`config.mk`:
```
export PLATFORM = sky130hd
export DESIGN_NAME = regfile_param
export DESIGN_NICKNAME = d
export VERILOG_FILES = /design/src/rtl/regfile_param.sv
export SDC_FILE = /design/constraint.sdc
export NUM_CORES = 2
export LEC_CHECK = 0
export BUFFER_PORTS_ARGS = -buffer_cell sky130_fd_sc_hd__buf_4
export CAP_MARGIN = 30
export CORE_MARGIN = 4
export CORE_UTILIZATION = 35
export DETAILED_ROUTE_END_ITERATION = 7
export PLACE_DENSITY = 0.53
export SYNTH_ARGS = -nofsm -noshare
export SYNTH_HDL_FRONTEND = slang
export SYNTH_SLANG_ARGS = --single-unit
```
`constraint.sdc`:
```
create_clock -name clock -period 83.5 [get_ports clock]
set_input_delay 8.35 -clock clock [delete_from_list [all_inputs] [get_ports clock]]
set_output_delay 8.35 -clock clock [all_outputs]
set_load 0.005 [all_outputs]
```
`src/rtl/regfile_param.sv`:
```
// Width/depth-configurable register file: two combinational read ports, one write port,
// optional hardwired-zero r0, optional write-to-read bypass, and a sequenced bulk clear.
module regfile_param #(
  parameter int WIDTH    = 32,
  parameter int ADDR_W   = 5,
  parameter int ZERO_REG = 1,
  parameter int BYPASS   = 1
) (
  input  logic              clock,
  input  logic              ctrl_reset,
  input  logic              ctrl_writeEnable,
  input  logic [ADDR_W-1:0] ctrl_writeReg,
  input  logic [WIDTH-1:0]  data_writeReg,
  input  logic [ADDR_W-1:0] ctrl_readRegA,
  input  logic [ADDR_W-1:0] ctrl_readRegB,
  output logic [WIDTH-1:0]  data_readRegA,
  output logic [WIDTH-1:0]  data_readRegB,
  input  logic              ctrl_clear,
  output logic              clear_busy,
  output logic              clear_done
);

  localparam int DEPTH = 2 ** ADDR_W;
  localparam logic [ADDR_W-1:0] FIRST = (ZERO_REG != 0) ? ADDR_W'(1) : ADDR_W'(0);
  localparam logic [ADDR_W-1:0] LAST  = ADDR_W'(DEPTH - 1);

  typedef enum logic {
    IDLE,
    CLEAR
  } clearState_t;

  clearState_t       state;
  clearState_t       stateNext;
  logic [ADDR_W-1:0] ptr;
  logic [ADDR_W-1:0] ptrNext;
  logic              doneNext;
  logic              writeAccepted;
  logic              bypassLive;
  logic [WIDTH-1:0]  regs [DEPTH];

  // Writes are only honoured while idle, and never land in a hardwired-zero r0.
  assign writeAccepted = ctrl_writeEnable && (state == IDLE) &&
                         !((ZERO_REG != 0) && (ctrl_writeReg == '0));
  assign bypassLive    = (BYPASS != 0) && (state == IDLE) && ctrl_writeEnable;
  assign clear_busy    = (state == CLEAR);

  always_ff @(posedge clock or posedge ctrl_reset) begin
    if (ctrl_reset) begin
      state      <= IDLE;
      ptr        <= '0;
      clear_done <= 1'b0;
    end else begin
      state      <= stateNext;
      ptr        <= ptrNext;
      clear_done <= doneNext;
    end
  end

  // Clear engine: walks ptr from FIRST up to the last register, one per cycle.
  always_comb begin
    stateNext = state;
    ptrNext   = ptr;
    doneNext  = 1'b0;
    case (state)
      IDLE: begin
        if (ctrl_clear) begin
          stateNext = CLEAR;
          ptrNext   = FIRST;
        end
      end
      CLEAR: begin
        if (ptr == LAST) begin
          stateNext = IDLE;
          doneNext  = 1'b1;
        end else begin
          ptrNext = ptr + ADDR_W'(1);
        end
      end
      default: stateNext = IDLE;
    endcase
  end

  always_ff @(posedge clock or posedge ctrl_reset) begin
    if (ctrl_reset) begin
      for (int i = 0; i < DEPTH; i++) begin
        regs[i] <= '0;
      end
    end else if (state == CLEAR) begin
      regs[ptr] <= '0;
    end else if (writeAccepted) begin
      regs[ctrl_writeReg] <= data_writeReg;
    end
  end

  // Zero-register override has priority over the bypass path.
  always_comb begin
    data_readRegA = regs[ctrl_readRegA];
    if ((ZERO_REG != 0) && (ctrl_readRegA == '0)) begin
      data_readRegA = '0;
    end else if (bypassLive && (ctrl_writeReg == ctrl_readRegA)) begin
      data_readRegA = data_writeReg;
    end
  end

  always_comb begin
    data_readRegB = regs[ctrl_readRegB];
    if ((ZERO_REG != 0) && (ctrl_readRegB == '0)) begin
      data_readRegB = '0;
    end else if (bypassLive && (ctrl_writeReg == ctrl_readRegB)) begin
      data_readRegB = data_writeReg;
    end
  end

endmodule

```
==> flow_metrics.env <==
export IMPL_status="complete, no violations"
export IMPL_cts_tree="done"
export IMPL_wire_per_inst_um=40.0
export IMPL_yosysUniqueCellTypes=67
export IMPL_die_w_um=402
export IMPL_dr_first_iter_drc_count=6339
export IMPL_track_usage=0.299
export IMPL_drive_above_1_share=0.226
export IMPL_p_leak_nw=27.2
export IMPL_grt_pass1_vias=42800
export IMPL_layout_setup_ws_ns=62.06
export IMPL_maxCapViolCount=0
export IMPL_post_cts_setup_buffers=0
export IMPL_synth_edf_count=0
export IMPL_cp_required_ns=75.15
export IMPL_clock_sinks=1031
export IMPL_dominantRegCellSynth="dfrtp_1"
export IMPL_fp_dieH_um=402
export IMPL_drc=0
export IMPL_arrival_ns=13.09
export IMPL_ys_ff_latch=1031
export IMPL_critical_path_class="in2out"
export IMPL_finClkSkew_ns=0.0350
export IMPL_core_region_area_mm2=0.154
export IMPL_numPortBuffers=116
export IMPL_worst_slew_pin_slew_ns=1.13
export IMPL_p_per_area_mw_per_mm2=23.2
export IMPL_clk_latency_ns=0.76
export IMPL_antenna_found_initial=11
export IMPL_nets=4127
export IMPL_htreeDepth=3
export IMPL_cts_root_buf="clkbuf_16"
export IMPL_seq_area_mm2=0.0258
export IMPL_min_path_type="reg2reg"
export IMPL_io_pins=117
export IMPL_multiInputGateArea_mm2=0.0265
export IMPL_die_area_mm2=0.162
export IMPL_nFillCells=14400
export IMPL_slew_violations=0
export IMPL_num_vias=43900
export IMPL_clock_fmax_ghz=0.0466
export IMPL_cts_buffer_depth=3
export IMPL_fin_setup_tns_ns=0
export IMPL_holdBufCountCts=0
export IMPL_grt_pass1_wl_mm=348
export IMPL_syn_to_final_growth_pct=12.2
export IMPL_num_rows=144
export IMPL_hold_violations=0
export IMPL_vdd_drop_max_v=0.0000175
export IMPL_gp_congestion=0.870
export IMPL_synth_nets=4294
export IMPL_synth_warnings=0
export IMPL_setup_viol=0
export IMPL_grt_max_degree=161
export IMPL_worstSetupEndpointType="output port"
export IMPL_final_antenna_net_count=0
export IMPL_ctsResizeCount=0
export IMPL_min_period_ns=21.44
export IMPL_syn_cell_area_mm2=0.0544
export IMPL_syn_inst=4238
export IMPL_synth_seq_area_share=0.474
export IMPL_grt_overflow_total=0
export IMPL_critPathLaunchType="input port"
export IMPL_syn_area_per_cell_um2=12.8
export IMPL_drt_pass1_iter_count=7
export IMPL_hpwl_mm=143
export IMPL_via_per_inst=7.07
export IMPL_postSynth_asyncResetShare=1.00
export IMPL_dp_slack_ns=62.03
export IMPL_fin_crit_sh=0.257
export IMPL_rsz0062_at_grt="no"
export IMPL_cts_buffers=117
export IMPL_fin_util=0.396
export IMPL_wirelength_mm=249
export IMPL_path_clk_slew_ns=0.06
export IMPL_start_util=0.353
export IMPL_path_max_fanout=66
export IMPL_relSlewSlack=0.245
## cell usage in the layout, fill, tap and decap left out, drive strengths merged, types with 24 or more instances in the layout
cell type  count
nand2         82
a31oi         24
a22oi         55
a221oi        56
dfrtp       1031
a22o        1014
clkinv        28
a21oi        130
buf          262
mux4         318
o21ai         56
nor2         120
mux2i        346
mux2          76
o22ai        104
clkbuf       174
and2          39
## sequential cells by signal (all words and copies together), names as in the netlist
register and flops:
clear_busy 1, clear_done 1, ptr 5, regs 1024
## logic make-up (layout without fill, tap and decap cells)
group,Yosys count,in the layout,synth area share
buf+inv,557,484,0.0501
mux,740,740,0.211
fa+ha+maj,5,5,0.00115
compound gates,1557,1557,0.230
flops,1031,1031,0.474
other cells,0,4,0
xor+xnor,13,13,0.00209
simple gates,335,335,0.0317
## routing by layer
layer / vias up / GRT usage / routed length, um
met5: - / 0 / 47
met1: 23300 / 0.410 / 99000
met4: 8 / 0.143 / 13500
li1: 16600 / - / -
met2: 3386 / 0.428 / 105000
met3: 664 / 0.0963 / 31000
## where the power goes
part,total (W),internal (W),switching [W]
combinational,0.000283,0.000105,0.000178
sequential,0.000587,0.000546,0.0000415
clock,0.000547,0.000320,0.000227
total,0.00142,0.000971,0.000446
## area by class of cell
cell class	count	share of cell area
Antenna cell	4	0.000164
Clock buffer	174	0.0582
Clock inverter	39	0.00774
Inverter	9	0.000676
Multi-Input combinational cell	2650	0.434
Sequential cell	1031	0.422
Tap cell	2044	0.0419
Timing Repair Buffer	262	0.0351
## cell usage after synthesis, types with 5 or more instances
master	number	area, um^2
nor3b_1	5	37.5
o2111ai_1	8	70.1
mux2_2	76	856
buf_6	22	248
nand2_1	82	308
xnor2_1	5	43.8
buf_1	36	135
nor2b_1	12	75.1
a221o_1	16	160
and3_1	6	37.5
o221ai_1	16	140
o21ai_0	45	225
nand3_1	10	50.1
a211oi_1	16	120
a31oi_1	24	150
o22a_1	8	70.1
nor2_2	5	31.3
a221oi_1	56	490
clkbuf_1	258	968
o22ai_1	104	651
o211ai_1	17	128
nor2_4	8	90.1
inv_1	9	33.8
a211o_1	5	43.8
nand3b_1	8	60.1
and2_1	38	238
o31ai_1	7	52.6
nand2b_1	15	93.8
xor2_1	8	70.1
dfrtp_1	1031	25800
nor2_1	107	402
buf_4	57	428
mux4_2	318	7160
a22o_1	1014	8880
a32o_1	9	90.1
nor3_1	14	70.1
mux2i_1	346	3460
ha_1	5	62.6
buf_2	170	851
a22oi_1	55	413
a21oi_1	130	651
o21ai_1	11	55.1
## stage by stage
step                      std cells  area, um^2  power, W  hold WS (ns)
after floorplan                4238       54400  0.000750         0.467
after detailed placement       5994       57000  0.000868         0.491
after CTS                      6207       61000   0.00141         0.511
after global routing           6210       61100   0.00145         0.527
after global placement         5987       56900  0.000865         0.491
final                          6213       61100   0.00142         0.510
## path summary, 6_finish.rpt
path                                   from                end  slack, ns  cells past startpoint
max                        ctrl_readRegB[0]  data_readRegB[11]      62.06                     10
min                              regs[1003]         regs[1003]       0.51                      1
max reg2reg                      clear_busy          regs[465]      79.93                      6
min reg2reg                      regs[1003]         regs[1003]       0.51                      1
max in group asynchronous        ctrl_reset          regs[464]      72.48                      5
min in group asynchronous        ctrl_reset          regs[381]       7.77                      2
## critical path: stages
cell and delay [ns]:
buf_8 0.57, buf_4 0.73, buf_4 0.71, buf_4 0.76
mux4_2 0.59, o211ai_1 0.22, a21oi_1 0.10, nor4_1 0.63
nor2_1 0.12, buf_4 0.16
No activity file was read; power rests on OpenSTA's default activity.
